--- src/rtl/fp_add_pkg.sv ---
// Shared types and constants for the two-port floating-point adder arbiter.
package fp_add_pkg;

    localparam int OP_W = 32;
    localparam logic [OP_W-1:0] QNAN = 32'h7FC0_0000;

    typedef enum logic [1:0] {
        ST_IDLE  = 2'd0,
        ST_ISSUE = 2'd1,
        ST_WAIT  = 2'd2,
        ST_RESP  = 2'd3
    } state_e;

    function automatic logic [1:0] id_to_onehot(input logic id);
        return id ? 2'b10 : 2'b01;
    endfunction

endpackage

--- src/rtl/fp_add_arbiter_rr_arb2.sv ---
// Two-way round-robin grant: a lone requester wins, a tie goes to the port not granted last.
module rr_arb2 (
    input  logic [1:0] valid,
    input  logic       last,
    output logic [1:0] grant
);

    always_comb begin
        grant = 2'b00;
        case (valid)
            2'b01:   grant = 2'b01;
            2'b10:   grant = 2'b10;
            2'b11:   grant = last ? 2'b01 : 2'b10;
            default: grant = 2'b00;
        endcase
    end

endmodule

--- src/rtl/fp_add_arbiter.sv ---
// Shares one external IEEE-754 single adder between two requesters, one operation at a time.
// state | meaning
// IDLE  | grant and accept one request ; ISSUE | pulse adder_en with captured operands
// WAIT  | wait for adder idle or timeout ; RESP | hold result for the captured requester
module fp_add_arbiter
    import fp_add_pkg::*;
#(
    parameter int TIMEOUT_CYC = 64,
    parameter int MIN_WAIT    = 1
) (
    input  logic            clk,
    input  logic            rst,
    input  logic [1:0]      req_valid,
    output logic [1:0]      req_ready,
    input  logic [OP_W-1:0] req_a0,
    input  logic [OP_W-1:0] req_b0,
    input  logic [OP_W-1:0] req_a1,
    input  logic [OP_W-1:0] req_b1,
    output logic [1:0]      rsp_valid,
    input  logic [1:0]      rsp_ready,
    output logic [OP_W-1:0] rsp_sum,
    output logic            rsp_err,
    output logic            adder_en,
    output logic [OP_W-1:0] adder_a,
    output logic [OP_W-1:0] adder_b,
    input  logic [OP_W-1:0] adder_sum,
    input  logic            adder_busy
);

    localparam int CNT_MAX = (TIMEOUT_CYC > MIN_WAIT) ? TIMEOUT_CYC : MIN_WAIT;
    localparam int CNT_W   = $clog2(CNT_MAX + 1);
    localparam logic [CNT_W-1:0] MIN_W = CNT_W'(MIN_WAIT);
    localparam logic [CNT_W-1:0] TO_C  = CNT_W'(TIMEOUT_CYC);

    state_e            state_q, state_d;
    logic              armed_q;
    logic              last_q;
    logic              id_q;
    logic [CNT_W-1:0]  cnt_q;
    logic              adder_en_q;
    logic [OP_W-1:0]   adder_a_q, adder_b_q;
    logic [OP_W-1:0]   rsp_sum_q;
    logic              rsp_err_q;
    logic [1:0]        rsp_valid_q;

    logic [1:0]        grant;
    logic              req_xfer, xfer_id, rsp_xfer, done, timeout;

    rr_arb2 u_rr (
        .valid (req_valid),
        .last  (last_q),
        .grant (grant)
    );

    // armed_q keeps req_ready low until the first clock edge after reset release
    assign req_ready = (state_q == ST_IDLE && armed_q) ? grant : 2'b00;
    assign req_xfer  = |(req_valid & req_ready);
    assign xfer_id   = req_ready[1];
    assign rsp_xfer  = |(rsp_valid_q & rsp_ready);
    assign done      = (cnt_q >= MIN_W) && !adder_busy;
    assign timeout   = !done && (cnt_q >= TO_C);

    assign adder_en  = adder_en_q;
    assign adder_a   = adder_a_q;
    assign adder_b   = adder_b_q;
    assign rsp_sum   = rsp_sum_q;
    assign rsp_err   = rsp_err_q;
    assign rsp_valid = rsp_valid_q;

    always_comb begin
        state_d = state_q;
        case (state_q)
            ST_IDLE:  if (req_xfer) state_d = ST_ISSUE;
            ST_ISSUE: state_d = ST_WAIT;
            ST_WAIT:  if (done || timeout) state_d = ST_RESP;
            ST_RESP:  if (rsp_xfer) state_d = ST_IDLE;
            default:  state_d = ST_IDLE;
        endcase
    end

    always_ff @(posedge clk or posedge rst) begin
        if (rst) begin
            state_q     <= ST_IDLE;
            armed_q     <= 1'b0;
            last_q      <= 1'b1;
            id_q        <= 1'b0;
            cnt_q       <= '0;
            adder_en_q  <= 1'b0;
            adder_a_q   <= '0;
            adder_b_q   <= '0;
            rsp_sum_q   <= '0;
            rsp_err_q   <= 1'b0;
            rsp_valid_q <= 2'b00;
        end else begin
            state_q    <= state_d;
            armed_q    <= 1'b1;
            adder_en_q <= 1'b0;
            case (state_q)
                ST_IDLE: begin
                    if (req_xfer) begin
                        id_q       <= xfer_id;
                        last_q     <= xfer_id;
                        adder_a_q  <= xfer_id ? req_a1 : req_a0;
                        adder_b_q  <= xfer_id ? req_b1 : req_b0;
                        adder_en_q <= 1'b1;
                    end
                end
                ST_ISSUE: cnt_q <= '0;
                ST_WAIT: begin
                    if (done) begin
                        rsp_sum_q   <= adder_sum;
                        rsp_err_q   <= 1'b0;
                        rsp_valid_q <= id_to_onehot(id_q);
                    end else if (timeout) begin
                        rsp_sum_q   <= QNAN;
                        rsp_err_q   <= 1'b1;
                        rsp_valid_q <= id_to_onehot(id_q);
                    end else begin
                        cnt_q <= cnt_q + 1'b1;
                    end
                end
                ST_RESP: if (rsp_xfer) rsp_valid_q <= 2'b00;
                default: ;
            endcase
        end
    end

endmodule

--- config.mk ---
export PLATFORM = sky130hd
export DESIGN_NAME = fp_add_arbiter
export DESIGN_NICKNAME = d
export VERILOG_FILES = /design/src/rtl/fp_add_pkg.sv /design/src/rtl/fp_add_arbiter_rr_arb2.sv /design/src/rtl/fp_add_arbiter.sv
export SDC_FILE = /design/constraint.sdc
export NUM_CORES = 1
export LEC_CHECK = 0
export BUFFER_PORTS_ARGS = -buffer_cell sky130_fd_sc_hd__buf_2
export CORE_ASPECT_RATIO = 1.5
export CORE_MARGIN = 2
export CORE_UTILIZATION = 26
export CTS_CLUSTER_DIAMETER = 200
export DETAILED_ROUTE_END_ITERATION = 10
export SYNTH_ARGS = -nofsm -noshare
export SYNTH_HDL_FRONTEND = slang
export SYNTH_HIERARCHICAL = 1
export SYNTH_SLANG_ARGS = --single-unit
export TNS_END_PERCENT = 10
--- constraint.sdc ---
create_clock -name clk -period 4.05 [get_ports clk]
set_input_delay 0.405 -clock clk [delete_from_list [all_inputs] [get_ports clk]]
set_output_delay 0.405 -clock clk [all_outputs]
set_load 0.02 [all_outputs]
== Word-level counts from Yosys, hierarchy flattened ==
Index checks and enable logic that the tools add are counted.

* Logic and storage cells: 67
* Register bits after elaboration: 112
* Input bits: 167
* Output and inout port bits: 102

* Muxes and demuxes: 22
* Bitwise gates (word level): 2
* $add $sub $neg: 1
* Magnitude comparators: 2
* Equal/unequal tests: 12
* Reductions and logical operators: 17

{| class="wikitable"
|+ Operators with widths
! kind !! count
|-
| two-way mux 32 bit || 4
|-
| two-way mux 2 bit || 8
|-
| two-way mux 7 bit || 2
|-
| case mux 7 bit (2 select lines) || 1
|-
| inequality test 2 bit, second input constant || 5
|-
| AND reduction 3 bit || 3
|-
| == test 2 bit, second input constant || 4
|-
| case mux 2 bit (4 select lines) || 1
|-
| adder 7 x 1 -> 7 bit, second input constant || 1
|-
| >= comparator 7 x 1 -> 1 bit, second input constant || 1
|-
| >= comparator 7 bit, second input constant || 1
|-
| case mux 2 bit (3 select lines) || 1
|-
| nonzero test 2 bit || 3
|-
| AND 2 bit || 2
|-
| == test 2 x 1 -> 1 bit, second input constant || 2
|-
| two-way mux 1 bit || 4
|-
| case mux 2 bit (2 select lines) || 1
|-
| AND reduction 2 bit || 2
|-
| OR reduction 2 bit || 2
|-
| logical AND 1 bit || 3
|-
| inequality test 3 bit, second input constant || 1
|-
| logical NOT 1 bit || 2
|-
| logical NOT 2 bit || 1
|-
| logical OR 1 bit || 1
|}

== Logic depth before layout (Yosys ltp) ==
* Depth after elaboration: 7
* Gate-level depth with buffers: 8
* Depth with buffers taken out: 6

== Cells and area by module ==
Netlist, hierarchy kept.

{| class="wikitable"
|+ Modules (own cells, without submodules)
! module !! cells each !! instances !! sequential area each (µm²) !! area an instance (µm²)
|-
| fp_add_arbiter || 445 || 1 || 2803.9 || 4981.0
|-
| rr_arb2 || 3 || 1 || 0.0 || 18.8
|}

== Least setup slack after synthesis ==
OpenSTA, ideal clock, no wires.

* Path kind: register to register
* Start: register cnt_q[1]
* End: register state_q[1]
* Arrival: 1872 ps
* Setup time: 127 ps
* Cell stages (with the launch flop): 7
* Path buffers: 0
* Slack: 2050 ps
* Clock period less this slack: 2000 ps
* Required time: 3923 ps
* Cell sequence: dfrtp_1 -> inv_1 -> ha_1 -> or4_4 -> o21ai_4 -> a221o_2 -> mux2_1

* Longest elaborated chain between the ends: 7
* Elaborated cells between the ends (all ways): 8
* Those cells by class: order compare (2); eq/ne (1); reduce/logical (5)

{| class="wikitable"
|+ Ends and longest elaborated chain
! item !! line !! text
|-
| start: declaration || fp_add_arbiter.sv:39 || <nowiki>logic [CNT_W-1:0] cnt_q;</nowiki>
|-
| start signal: assignment || fp_add_arbiter.sv:119 || <nowiki>cnt_q <= cnt_q + 1'b1;</nowiki>
|-
| >= comparator 7 x 1 -> 1 bit || fp_add_arbiter.sv:60 || <nowiki>assign done = (cnt_q >= MIN_W) && !adder_busy;</nowiki>
|-
| logical AND 1 bit || fp_add_arbiter.sv:60 ||
|-
| logical NOT 1 bit || fp_add_arbiter.sv:61 || <nowiki>assign timeout = !done && (cnt_q >= TO_C);</nowiki>
|-
| logical AND 1 bit || fp_add_arbiter.sv:61 ||
|-
| logical OR 1 bit * || fp_add_arbiter.sv:75 || <nowiki>ST_WAIT: if (done || timeout) state_d = ST_RESP;</nowiki>
|-
| inequality test 2 bit (no source line) * || n/a ||
|-
| AND reduction 3 bit (no source line) * || n/a ||
|-
| end signal: assignment || fp_add_arbiter.sv:95 || <nowiki>state_q <= state_d;</nowiki>
|-
| end: declaration || fp_add_arbiter.sv:35 || <nowiki>state_e state_q, state_d;</nowiki>
|}

Every way passes the cells marked *; elsewhere a longest branch is shown, timed or not.
A chain may end at the register's enable or synchronous reset.

== Worst setup path in the final report ==
* Start: register state_q[0]
* End: output req_ready[1]

* Longest elaborated chain between the ends: 3

{| class="wikitable"
|+ Ends and longest elaborated chain
! item !! line !! text
|-
| logical NOT 2 bit || fp_add_arbiter.sv:56 || <nowiki>assign req_ready = (state_q == ST_IDLE && armed_q) ? grant : 2'b00;</nowiki>
|-
| logical AND 1 bit || fp_add_arbiter.sv:56 ||
|-
| two-way mux 2 bit || fp_add_arbiter.sv:56 ||
|-
| end: declaration || fp_add_arbiter.sv:14 || <nowiki>output logic [1:0] req_ready,</nowiki>
|}

Every way passes these cells.

==> flow_summary.json <==
{
  "status": "finished clean",
  "wire_per_inst_um": 13.7,
  "maxCapViolations": 0,
  "synthTopCellsByArea": "dfrtp_1, mux2i_1, o21ai_0, nand2_1, a22o_1",
  "via_per_inst": 4.41,
  "setup_tns_ns": 0,
  "overflow": 0,
  "die_x_um": 117,
  "grt_util_all_layers_pct": 13.1,
  "fin_crit_ns": 2.48,
  "n_antenna_cell": 0,
  "synth_seq_cells": 112,
  "drc": 0,
  "finalHoldViolCount": 0,
  "io_pins": 269,
  "antenna_found_initial": 0,
  "r2r-start": "last_q$_DFFE_PP1P_",
  "cts_resized": 0,
  "wl_mm": 13.2,
  "dp_hpwl_mm": 9.87,
  "vias": 4262,
  "grt_max_degree": 74,
  "synth_warnings": 6,
  "synth.yosys.seq_area_share_pct": 56.1,
  "finClkSkew_ns": 0.00774,
  "path_class": "reg2out",
  "core_mm2": 0.0190,
  "grt_pass1_vias": 4226,
  "cts-buffers-inserted": 9,
  "cp-end-kind": "output pin",
  "syn_inst": 448,
  "dr.pass1.iters": 4,
  "slew_headroom_pct": 49.2,
  "critPathMaxFanout": 35,
  "r2r.worst_path.cells": 5,
  "drv_slew": 0,
  "die_h_um": 174,
  "path_clk_slew_ns": 0.08,
  "root_buffer": "clkbuf_16",
  "drive_above_1_share_pct": 42.4,
  "ys_types": 41,
  "hold_buffers": 0,
  "post_cts_buffers": 0,
  "fmax_ghz": 0.403,
  "h-tree-depth": 3,
  "wl_met2_mm": 6.91,
  "r2r_slack_ns": 1.58,
  "irDropWorstVdd_mv": 0.208,
  "nets": 880,
  "ant_nets": 0,
  "wl_met3_um": 766,
  "grt_pass1_wl_mm": 21.0,
  "worstMarginPinSlew_ns": 0.758,
  "mostFrequentLayoutCell": "buf_2",
  "tritoncts": "done",
  "row_count": 62,
  "syn_nets": 623,
  "p_leak_nw": 3.90,
  "cts_buffer_depth": 2,
  "rsz0062_at_grt": "false",
  "crit_required_ns": 3.64,
  "power_density_mw_per_mm2": 708,
  "startpoint_type": "flop",
  "syn_avg_cell_area_um2": 11.2,
  "portBuffers": 268,
  "synth_top_cell_area_share_pct": 55.6,
  "initial_core_util_pct": 26.3,
  "cp.arrival_ns": 2.07,
  "first_iter_violations": 164,
  "min_period_over_period_pct": 61.2,
  "dieArea_mm2": 0.0204,
  "syn_area_mm2": 0.00500,
  "gp_congestion": 0.812,
  "clock-sinks": 112,
  "reg2reg_to": "state_q[1]$_DFFE_PP0P_",
  "yosysTopAreaCell": "dfrtp_1",
  "clock_latency_ns": 0.35,
  "topRoutingLayerUsed": "met4",
  "total_power_mw": 4.87,
  "setup_viol": 0,
  "syn_to_final_growth_pct": 37.7,
  "fill_cells": 1968,
  "most-common-layout-cells": "buf_2, dfrtp_1, o21ai_0",
  "min_path_type": "in2async",
  "drt-met1-wl_mm": 5.32
}
[per-stage QoR]
step / instances / utilization (%) / area [um^2] / worst slack (ns) / hold slack, ns
floorplan: 448 / - / 5000 / 0.688 / 0.466
global placement: 950 / 34.7 / 6600 / 1.41 / 0.457
detailed placement: 950 / 34.7 / 6600 / 1.39 / 0.465
CTS: 966 / 36.2 / 6880 / 1.47 / 0.186
global route: 966 / 36.2 / 6880 / 1.32 / 0.218
finish: 966 / 36.2 / 6880 / 1.57 / 0.168
[worst max-delay path by stage]
stage | startpoint | to | slack [ns]
3_3_place_gp | req_valid[1] | state_q[1]$_DFFE_PP0P_ | 1.41
3_5_place_dp | req_valid[1] | state_q[1]$_DFFE_PP0P_ | 1.39
4_1_cts | state_q[0]$_DFFE_PP0P_ | req_ready[1] | 1.47
2_1_floorplan | rst | adder_a[0]$_DFFE_PP0P_ | 0.69
5_1_grt | state_q[0]$_DFFE_PP0P_ | req_ready[1] | 1.32
6_report | state_q[0]$_DFFE_PP0P_ | req_ready[1] | 1.57
[where the power goes]
group / switching, mW / total, mW / internal (mW)
Combinational: 1.33 / 2.14 / 0.805
Sequential: 0.264 / 1.87 / 1.60
Clock: 0.426 / 0.870 / 0.444
Total: 2.02 / 4.87 / 2.85
[per-layer routing]
metal / global-route usage [%] / vias to the layer above
li1: - / 2105
met2: 23.0 / 156
met5: 0 / -
met3: 3.46 / 13
met1: 15.0 / 1988
met4: 4.61 / 0
[sequential cells by signal, indices dropped and copies added, names as in the netlist]
| signal | cells |
|---|---|
| last_q | 1 |
| rsp_err | 1 |
| adder_a | 32 |
| id_q | 1 |
| armed_q | 1 |
| rsp_sum | 32 |
| rsp_valid | 2 |
| adder_en | 1 |
| state_q | 2 |
| cnt_q | 7 |
| adder_b | 32 |
[worst max-delay path, cell delays in order (launching register included)]
cell     delay (ns)
dfrtp_1        0.41
inv_1          0.13
ha_1           0.35
nand3_4        0.51
inv_1          0.15
buf_2          0.18
[area by class of cell]
type | instances | area, um^2 | area share (%)
Multi-Input combinational cell | 295 | 2030 | 29.5
Clock inverter | 6 | 50.0 | 0.727
Tap cell | 256 | 320 | 4.65
Timing Repair Buffer | 274 | 1390 | 20.1
Clock buffer | 10 | 239 | 3.47
Inverter | 13 | 51.3 | 0.745
Sequential cell | 112 | 2800 | 40.7
[cells by family after synthesis]
kind of cell | count (synthesis) | synth area share (%)
AO/OA/AOI/OAI | 129 | 17.1
adder cells (fa/ha/maj) | 8 | 2.00
buffers and inverters | 41 | 3.85
flip-flops | 112 | 56.1
multiplexers | 65 | 13.0
other | 1 | 0.0750
AND/OR/NAND/NOR | 92 | 7.83
[synthesized netlist by cell type (all sizes together)]
cell type / number
a211o: 1
a211oi: 3
a21boi: 2
a21oi: 1
a221o: 1
a221oi: 1
a22o: 24
a22oi: 1
a41oi: 3
and3: 2
buf: 14
clkbuf: 14
conb: 1
dfrtp: 111
dfstp: 1
ha: 8
inv: 13
mux2: 1
mux2i: 64
nand2: 71
nand2b: 1
nand3: 5
nand4b: 1
nor2: 6
nor2b: 1
nor4: 3
o211a: 1
o211ai: 2
o21ai: 76
o22a: 9
o22ai: 1
o2bb2ai: 1
o31ai: 1
o32ai: 1
or4: 2
(Power assumes the default switching activity.)
